--- config.mk ---
export PLATFORM = sky130hd
export DESIGN_NAME = icache_ctrl_flat
export DESIGN_NICKNAME = d
export VERILOG_FILES = /design/src/rtl/icache_pkg.sv /design/src/rtl/icache_if.sv /design/src/rtl/icache_data_ram.sv /design/src/rtl/icache_ctrl.sv /design/src/flat_wrapper.sv
export SDC_FILE = /design/constraint.sdc
export NUM_CORES = 2
export LEC_CHECK = 0
export CORE_UTILIZATION = 60
export CTS_BUF_LIST = sky130_fd_sc_hd__clkbuf_16
export CTS_CLUSTER_SIZE = 20
export DETAILED_ROUTE_END_ITERATION = 6
export GPL_TIMING_DRIVEN = 0
export PLACE_DENSITY = 0.8
export SKIP_LAST_GASP = 1
export SYNTH_ARGS = -nofsm -noshare
export SYNTH_HDL_FRONTEND = slang
export SYNTH_HIERARCHICAL = 1
export SYNTH_SLANG_ARGS = --single-unit
--- constraint.sdc ---
create_clock -name clk -period 5.6 [get_ports clk]
set_input_delay 1.4 -clock clk [delete_from_list [all_inputs] [get_ports clk]]
set_output_delay 1.4 -clock clk [all_outputs]
set_load 0.02 [all_outputs]
--- src/rtl/icache_pkg.sv ---
// Shared defaults, derived field widths and FSM state type for the instruction cache.
package icache_pkg;

    localparam int NUM_LINES_DEF      = 16;
    localparam int WORDS_PER_LINE_DEF = 4;

    localparam int OFFSET_W_DEF = $clog2(WORDS_PER_LINE_DEF);
    localparam int INDEX_W_DEF  = $clog2(NUM_LINES_DEF);
    localparam int TAG_W_DEF    = 32 - INDEX_W_DEF - OFFSET_W_DEF - 2;

    typedef enum logic [1:0] {
        ST_IDLE      = 2'd0,
        ST_REFILL    = 2'd1,
        ST_FILL_DONE = 2'd2
    } state_e;

    // Tag width left over once byte, word-offset and index bits are taken from a 32-bit PC.
    function automatic int tag_width(int num_lines, int words_per_line);
        return 32 - $clog2(num_lines) - $clog2(words_per_line) - 2;
    endfunction

endpackage

--- src/rtl/icache_if.sv ---
// Fetch-side and refill-side signals of the instruction cache, bundled as one bus.
interface icache_if;

    logic [31:0] PC;
    logic        flush;
    logic [31:0] inst;
    logic        is_cache_missed;
    logic        mem_rd_req;
    logic [31:0] mem_addr;
    logic        mem_rd_valid;
    logic [31:0] mem_rd_data;

    modport slave (
        input  PC, flush, mem_rd_valid, mem_rd_data,
        output inst, is_cache_missed, mem_rd_req, mem_addr
    );

    modport master (
        output PC, flush, mem_rd_valid, mem_rd_data,
        input  inst, is_cache_missed, mem_rd_req, mem_addr
    );

endinterface

--- src/rtl/icache_data_ram.sv ---
// Instruction data store: one 32-bit word per entry, combinational read, clocked write.
module icache_data_ram #(
    parameter int DEPTH = 64,
    parameter int AW    = $clog2(DEPTH)
) (
    input  logic          clk,
    input  logic          we,
    input  logic [AW-1:0] waddr,
    input  logic [31:0]   wdata,
    input  logic [AW-1:0] raddr,
    output logic [31:0]   rdata
);

    logic [31:0] mem [DEPTH];

    // Refill beats land here; contents are never reset.
    always_ff @(posedge clk) begin
        if (we) begin
            mem[waddr] <= wdata;
        end
    end

    assign rdata = mem[raddr];

endmodule

--- src/rtl/icache_ctrl.sv ---
// Direct-mapped instruction cache controller with zero-latency hit and in-order line refill.
//
// state        | meaning
// -------------+-----------------------------------------------------------
// ST_IDLE      | lookup at current PC; a miss latches the line and starts refill
// ST_REFILL    | mem_rd_req high, each mem_rd_valid beat written at beat_cnt
// ST_FILL_DONE | tag written, line validated unless a flush hit mid-refill
module icache_ctrl
    import icache_pkg::*;
#(
    parameter int NUM_LINES      = NUM_LINES_DEF,
    parameter int WORDS_PER_LINE = WORDS_PER_LINE_DEF
) (
    input  logic     clk,
    input  logic     rst_b,
    icache_if.slave  bus
);

    localparam int OFF_W  = $clog2(WORDS_PER_LINE);
    localparam int IDX_W  = $clog2(NUM_LINES);
    localparam int TAG_W  = tag_width(NUM_LINES, WORDS_PER_LINE);
    localparam int RAM_AW = IDX_W + OFF_W;
    localparam logic [OFF_W-1:0] LAST_BEAT = OFF_W'(WORDS_PER_LINE - 1);

    state_e               state_q;
    logic [NUM_LINES-1:0] valid_q;
    logic [TAG_W-1:0]     tag_mem [NUM_LINES];
    logic [TAG_W-1:0]     tag_lat_q;
    logic [IDX_W-1:0]     idx_lat_q;
    logic [OFF_W-1:0]     beat_cnt_q;
    logic                 discard_q;
    logic                 mem_rd_req_q;
    logic [31:0]          mem_addr_q;

    logic [OFF_W-1:0]     pc_off;
    logic [IDX_W-1:0]     pc_idx;
    logic [TAG_W-1:0]     pc_tag;
    logic                 hit;
    logic                 ram_we;
    logic [31:0]          ram_rdata;
    logic                 unused_pc_lsb;

    assign pc_off        = bus.PC[OFF_W+1:2];
    assign pc_idx        = bus.PC[OFF_W+IDX_W+1:OFF_W+2];
    assign pc_tag        = bus.PC[31:OFF_W+IDX_W+2];
    assign unused_pc_lsb = ^bus.PC[1:0];

    // A flush cycle never serves a fetch, even if the line is present.
    assign hit    = (state_q == ST_IDLE) && !bus.flush && valid_q[pc_idx] && (tag_mem[pc_idx] == pc_tag);
    assign ram_we = (state_q == ST_REFILL) && bus.mem_rd_valid;

    icache_data_ram #(
        .DEPTH (NUM_LINES * WORDS_PER_LINE),
        .AW    (RAM_AW)
    ) u_data_ram (
        .clk   (clk),
        .we    (ram_we),
        .waddr ({idx_lat_q, beat_cnt_q}),
        .wdata (bus.mem_rd_data),
        .raddr ({pc_idx, pc_off}),
        .rdata (ram_rdata)
    );

    assign bus.is_cache_missed = !hit;
    assign bus.inst            = hit ? ram_rdata : 32'h0;
    assign bus.mem_rd_req      = mem_rd_req_q;
    assign bus.mem_addr        = mem_addr_q;

    // Tags are only written once the whole line has arrived; not reset.
    always_ff @(posedge clk) begin
        if (state_q == ST_FILL_DONE) begin
            tag_mem[idx_lat_q] <= tag_lat_q;
        end
    end

    // Refill sequencing, valid bits and registered memory-side outputs.
    always_ff @(posedge clk or negedge rst_b) begin
        if (!rst_b) begin
            state_q      <= ST_IDLE;
            valid_q      <= '0;
            tag_lat_q    <= '0;
            idx_lat_q    <= '0;
            beat_cnt_q   <= '0;
            discard_q    <= 1'b0;
            mem_rd_req_q <= 1'b0;
            mem_addr_q   <= 32'h0;
        end else begin
            case (state_q)
                ST_IDLE: begin
                    if (bus.flush) begin
                        valid_q <= '0;
                    end else if (!hit) begin
                        tag_lat_q    <= pc_tag;
                        idx_lat_q    <= pc_idx;
                        mem_addr_q   <= {pc_tag, pc_idx, {(OFF_W + 2){1'b0}}};
                        mem_rd_req_q <= 1'b1;
                        state_q      <= ST_REFILL;
                    end
                end
                ST_REFILL: begin
                    if (bus.flush) begin
                        valid_q   <= '0;
                        discard_q <= 1'b1;
                    end
                    if (bus.mem_rd_valid) begin
                        beat_cnt_q <= beat_cnt_q + OFF_W'(1);
                        if (beat_cnt_q == LAST_BEAT) begin
                            mem_rd_req_q <= 1'b0;
                            state_q      <= ST_FILL_DONE;
                        end
                    end
                end
                ST_FILL_DONE: begin
                    if (bus.flush) begin
                        valid_q <= '0;
                    end else if (!discard_q) begin
                        valid_q[idx_lat_q] <= 1'b1;
                    end
                    beat_cnt_q <= '0;
                    discard_q  <= 1'b0;
                    state_q    <= ST_IDLE;
                end
                default: begin
                    state_q <= ST_IDLE;
                end
            endcase
        end
    end

endmodule

--- src/flat_wrapper.sv ---
// flat-port wrapper written by rule: the top's interface ports become plain ports
module icache_ctrl_flat import icache_pkg::*;
#(
    parameter int NUM_LINES      = NUM_LINES_DEF,
    parameter int WORDS_PER_LINE = WORDS_PER_LINE_DEF
)
  (clk, rst_b, bus_PC, bus_flush, bus_mem_rd_valid, bus_mem_rd_data, bus_inst, bus_is_cache_missed, bus_mem_rd_req, bus_mem_addr);
  icache_if bus_i ();
  input  logic clk;
  input  logic rst_b;
  input wire logic [$bits(bus_i.PC)-1:0] bus_PC;
  input wire logic [$bits(bus_i.flush)-1:0] bus_flush;
  input wire logic [$bits(bus_i.mem_rd_valid)-1:0] bus_mem_rd_valid;
  input wire logic [$bits(bus_i.mem_rd_data)-1:0] bus_mem_rd_data;
  output wire logic [$bits(bus_i.inst)-1:0] bus_inst;
  output wire logic [$bits(bus_i.is_cache_missed)-1:0] bus_is_cache_missed;
  output wire logic [$bits(bus_i.mem_rd_req)-1:0] bus_mem_rd_req;
  output wire logic [$bits(bus_i.mem_addr)-1:0] bus_mem_addr;
  assign bus_i.PC = bus_PC;
  assign bus_i.flush = bus_flush;
  assign bus_i.mem_rd_valid = bus_mem_rd_valid;
  assign bus_i.mem_rd_data = bus_mem_rd_data;
  assign bus_inst = bus_i.inst;
  assign bus_is_cache_missed = bus_i.is_cache_missed;
  assign bus_mem_rd_req = bus_i.mem_rd_req;
  assign bus_mem_addr = bus_i.mem_addr;
  icache_ctrl #(.NUM_LINES(NUM_LINES), .WORDS_PER_LINE(WORDS_PER_LINE)) u_core (.clk(clk), .rst_b(rst_b), .bus(bus_i));
endmodule
# Word-level counts from Yosys, hierarchy flattened
# Memories as Yosys holds them, arrays and structs flattened.
# Cells that the tools add are included.
# classes
n_mul,0
div,0
n_reduce_logical,18
n_lt_le_gt_ge,3
eq_ne,11
bitwise_logic,3
n_mux,27
shift,0
add_sub_neg,1
# op_table
op,count
two-way mux 16 bit,3
two-way mux 32 bit,1
case mux 16 bit (2 select lines),1
== test 24 bit,1
OR 16 bit,1
two-way mux 1 bit,11
less-than comparator 4 x 5 -> 1 bit (second input constant),2
two-way mux 2 bit,5
inequality test 2 bit (second input constant),5
case mux 2 bit (2 select lines),2
AND reduction 3 bit,2
nonzero test 2 bit,3
logical AND 1 bit,5
AND reduction 5 bit,1
binary-select mux 1 bit (select 4 bit),1
demux 1 bit (select 4 bit),1
== test 2 bit (second input constant),2
greater-or-equal comparator 4 x 1 -> 1 bit (second input constant),1
case mux 1 bit (2 select lines),2
AND reduction 2 bit,2
AND reduction 4 bit,1
inequality test 3 bit (second input constant),1
adder 2 x 1 -> 2 bit (second input constant),1
== test 2 x 1 -> 1 bit (second input constant),1
other kinds (5),7
# word_totals
mem_bits_ro,0
memories,2
input_bits,68
ram_bits,2432
ff_bits,78
out_inout_bits,66
latch_bits,0
elab_cells,73
# mem_list
memory,words,word_bits,read_ports,rd_clocked_by_memory_dff,wr,line,rtl
u_core.u_data_ram.mem,64,32,1,0,1,icache_data_ram.sv:14,logic [31:0] mem [DEPTH];
u_core.tag_mem,16,24,1,0,1,icache_ctrl.sv:27,logic [TAG_W-1:0] tag_mem [NUM_LINES];

# Depth between registers and ports, before layout
# logic_depth
depth_word,8
depth_mapped,13
depth_no_buf,8

# Hierarchy
# The synthesis kept the hierarchy.
# by_module_without_submodules
mod,cells_per_inst,area_each_um2,n_inst,seq_area_each_um2
icache_data_ram,3292,77874.7,1,61499.0
icache_ctrl,951,17847.1,1,12782.3

# Worst setup path after synthesis
# No wires, ideal clock.
# synth_path
path_type,input-to-output
from,input bus_PC[5]
to,output bus_inst[10]
arrival_ns,3.921
n_path_buf,4
required_ns,4.200
stages,11
path_slack_ns,0.279
cell_sequence,buf_4 > buf_4 > buf_1 > mux4_2 > xnor2_1 > nor2_1 > nor4_1 > nand4_1 > nor4_4 > clkbuf_1 > and3_1
# synth_via
elab_chain_len,5
elab_cells_between_ends,8
classes_between,eq/ne (1); mux (3); reduce/logical (2); memory (2)
# synth_lines
item,line,rtl
"start, declared",flat_wrapper.sv:11,input wire logic [$bits(bus_i.PC)-1:0] bus_PC;
"parallel branches: the longest is 4 deep, another holds memory read (16 x 24 bit)",--,
two-way mux 32 bit *,icache_ctrl.sv:65,assign bus.inst = hit ? ram_rdata : 32'h0;
"end, declared",flat_wrapper.sv:15,output wire logic [$bits(bus_i.inst)-1:0] bus_inst;
# Mark *: on every way between the ends. The select of a mux whose other input is x is not followed.

# Final worst setup path
# layout_path
from,input bus_PC[3]
to,output bus_inst[8]
# layout_via
elab_chain_len,2
# layout_lines
item,line,rtl
memory read (64 x 32 bit),--,
net u_core.ram_rdata[8],icache_ctrl.sv:40,logic [31:0] ram_rdata;
two-way mux 32 bit,icache_ctrl.sv:65,
# The timed path passes the listed nets, and every way through them passes these cells.

==> flow_summary.yaml <==
status:
  status: "complete, but fails checks"
  violations: "setup timing"
final_layout:
  fin_area_um2: 112400
  area_growth_pct: 17.47
  drive_gt1_share_pct: 34.30
  final_cell_mix: "edfxtp_1, mux4_2, clkbuf_16"
  final_nets: 4835
  nFillCells: 8405
  layout_commonest_cell: "edfxtp_1"
yosys:
  synth_edf_count: 2432
  ys_warn_count: 6
  async_reset_ff_share_pct: 2.015
  yosys.area.top_type_share_pct: 76.29
  yosys.area.top_type: "edfxtp_1"
  synthTopCellsByArea: "edfxtp_1, mux4_2, mux2i_1, dfrtp_1, nor2_1"
  postSynthAreaPerCell_um2: 22.56
  synthFlopType: "edfxtp_1"
  synth_area_um2: 95720
  syn_inst: 4243
  synth.distinct_cells: 64
  synth.ff_latch_count: 2482
  ys_seq_area_share_pct: 77.60
timing:
  hold_violations: 0
  maxSlewHeadroom_pct: 24.95
  finClkSkew_ns: 0.08682
  rsz0062_at_grt: "true"
  final-max-slew-violation-count: 0
  fmax_ghz: 0.1709
  period_minus_slack_ns: 5.853
  setup_viol: 33
  worst_slack_ns: -0.2529
  tightest_slew_ns: 1.126
  fin_crit_sh_pct: 104.5
placement:
  hpwl_mm: 184.7
  port_buffers: 124
  place_area_um2: 102600
  place_congestion: 1.048
power_and_ir_drop:
  pwr-share-comb_pct: 9.5
  seqPwrFrac_pct: 52.1
  power_mw: 42.24
  p_int_mw: 31.83
  switchingPower_mw: 10.41
  vdd_drop_max_uv: 504.4
  clkPwrFrac_pct: 38.3
  p_sw_share_pct: 24.64
  leakagePower_nw: 35.95
  pwr_density_cell_nw_per_um2: 375.6
critical_path:
  rr_worst_depth: 7
  cp_data_arrival_time_ns: 4.45
  cp-end-kind: "output port"
  startpoint_type: "input port"
  criticalPathCategory: "in2out"
  required_ns: 4.20
  critPathMaxFanout: 10
global_routing:
  grt_pass1_vias: 52256
  grtUsageTotal_pct: 37.79
  overflow: 0
  grt_max_degree: 65
  grt_pass1_wl_mm: 410.8
  antenna_found_initial: 24
clock_network:
  clock-root-buffer: "clkbuf_16"
  cts.sinks: 2482
  htreeDepth: 4
  cts-buffers-inserted: 229
  cts_tree: "yes"
  cts_buffer_depth: 3
  clk_pin_slew_ns: 0.06
  clkLatencyLatePin_ns: 0.92
floorplan:
  initial_core_util_pct: 60.44
  ioPinCount: 134
  die_h_um: 401.4
  dieArea_um2: 161100
  core_region_area_um2: 158400
  die_x_um: 401.4
  rows: 146
routing:
  vias_per_cell: 7.564
  route.vias.total: 53290
  wire_per_inst_um: 43.48
  first_pass_iters: 6
  drt_wl_total_mm: 306.3
  drt_iter0_markers: 9430
  drtAntennaViolNets: 0
  remaining_drc_errors: 0
hold_path:
  hp-class: "in2async"
flow_run:
  drv_cap: 0
[power groups by stage]
stage | clock network, mW | logic (mW) | registers [mW]
6_report | 16.2 | 4.03 | 22.0
4_1_cts | 16.2 | 3.80 | 22.0
3_5_place_dp | 0 | 3.63 | 22.4
3_3_place_gp | 0 | 3.21 | 22.4
5_1_grt | 16.9 | 4.03 | 22.1
2_1_floorplan | 0 | 1.66 | 22.2
[cell families after synthesis]
family,share of synthesized area (%)
DFF,77.60
other,0.003918
xor gates and xnor gates,0.2745
and+or+nand+nor,1.912
AOI/OAI and AO/OA,2.017
adders and majority gates,0.01307
muxes,16.86
buffers and inverters,1.320
[state kept, by name, summed over array words and instances, names as in the netlist]
register               cells
u_core/tag_lat_q          24
u_core/bus.mem_rd_req      1
u_core/idx_lat_q           3
u_core/tag_mem           384
u_core/discard_q           1
u_core/valid_q            16
u_core/beat_cnt_q          2
u_core/bus.mem_addr        1
u_core/state_q             2
u_core/u_data_ram/mem   2048
[repair_timing]
action,4_1_cts,5_1_grt
buffers inserted,21,15
pin swaps,13,22
setup endpoints to repair,63,33
hold buffers,0,0
gates cloned,3,2
gates resized for setup,583,111
[final timing paths]
check | startpoint | slack [ns] | endpoint
worst max-delay path | bus_PC[3] | -0.25 | bus_inst[8]
worst max register to register | u_core/state_q[0]$_DFFE_PN0P_ | 1.62 | u_core/u_data_ram/mem[22][25]$_DFFE_PP_
min in group clk | u_core/valid_q[6]$_DFFE_PN0P_ | 0.51 | u_core/valid_q[6]$_DFFE_PN0P_
worst min register to register | u_core/valid_q[6]$_DFFE_PN0P_ | 0.51 | u_core/valid_q[6]$_DFFE_PN0P_
max in group asynchronous | rst_b | 4.57 | u_core/beat_cnt_q[0]$_DFFE_PN0P_
worst min-delay path | rst_b | 0.45 | u_core/tag_lat_q[1]$_DFFE_PN0P_
[routing by layer]
layer / vias up / global-route usage (%) / share of wire, %
li1: 19040 / - / -
met2: 5718 / 57.75 / 46
met4: 24 / 28.04 / 9.3
met5: - / 1.517 / 0.22
met1: 27095 / 45.48 / 30
met3: 1413 / 11.89 / 14
[critical path: stages]
cell,delay (ns)
buf_4,0.26
buf_6,0.26
buf_4,0.31
clkbuf_4,0.36
mux2i_1,0.40
nor2_1,0.14
a311oi_1,0.65
nor3_2,0.24
and3_1,0.22
buf_4,0.15
[synthesized netlist by cell type, drive strengths merged, types with 11 or more instances]
master / n
and3: 37
inv: 17
nor2b: 21
a21oi: 85
nand2b: 19
mux4: 637
a22oi: 13
xnor2: 25
nor2: 177
edfxtp: 2432
mux2: 35
nor3: 21
o221ai: 33
o22ai: 96
dfrtp: 50
nand2: 55
mux2i: 132
a31oi: 12
clkbuf: 92
a311oi: 11
buf: 141
[per-stage QoR]
step | cells | hold slack (ns) | util, % | TNS, ns | setup slack [ns]
after global routing | 7038 | 0.4497 | 70.99 | -2.903 | -0.1947
after global placement | 6442 | 0.4729 | 62.87 | -2522.83 | -2.897
final | 7045 | 0.4492 | 71.00 | -5.056 | -0.2529
after floorplan | 4246 | 0.4573 | - | 0 | 0.2787
after CTS | 7017 | 0.4293 | 70.60 | -1.352 | -0.07273
after detailed placement | 6574 | 0.4792 | 64.78 | -137.17 | -2.929
[cell type report]
cell class	instances	area, um^2	share of cell area (%)
Clock buffer	229	5731	5.096
Inverter	18	75.07	0.06676
Sequential cell	2482	74280	66.06
Timing Repair Buffer	297	4159	3.699
Tap cell	2072	2592	2.306
Clock inverter	198	2088	1.857
Multi-Input combinational cell	1513	21630	19.23
Antenna cell	11	27.53	0.02448
Buffer	225	1863	1.657
No activity file was read; power rests on OpenSTA's default activity.
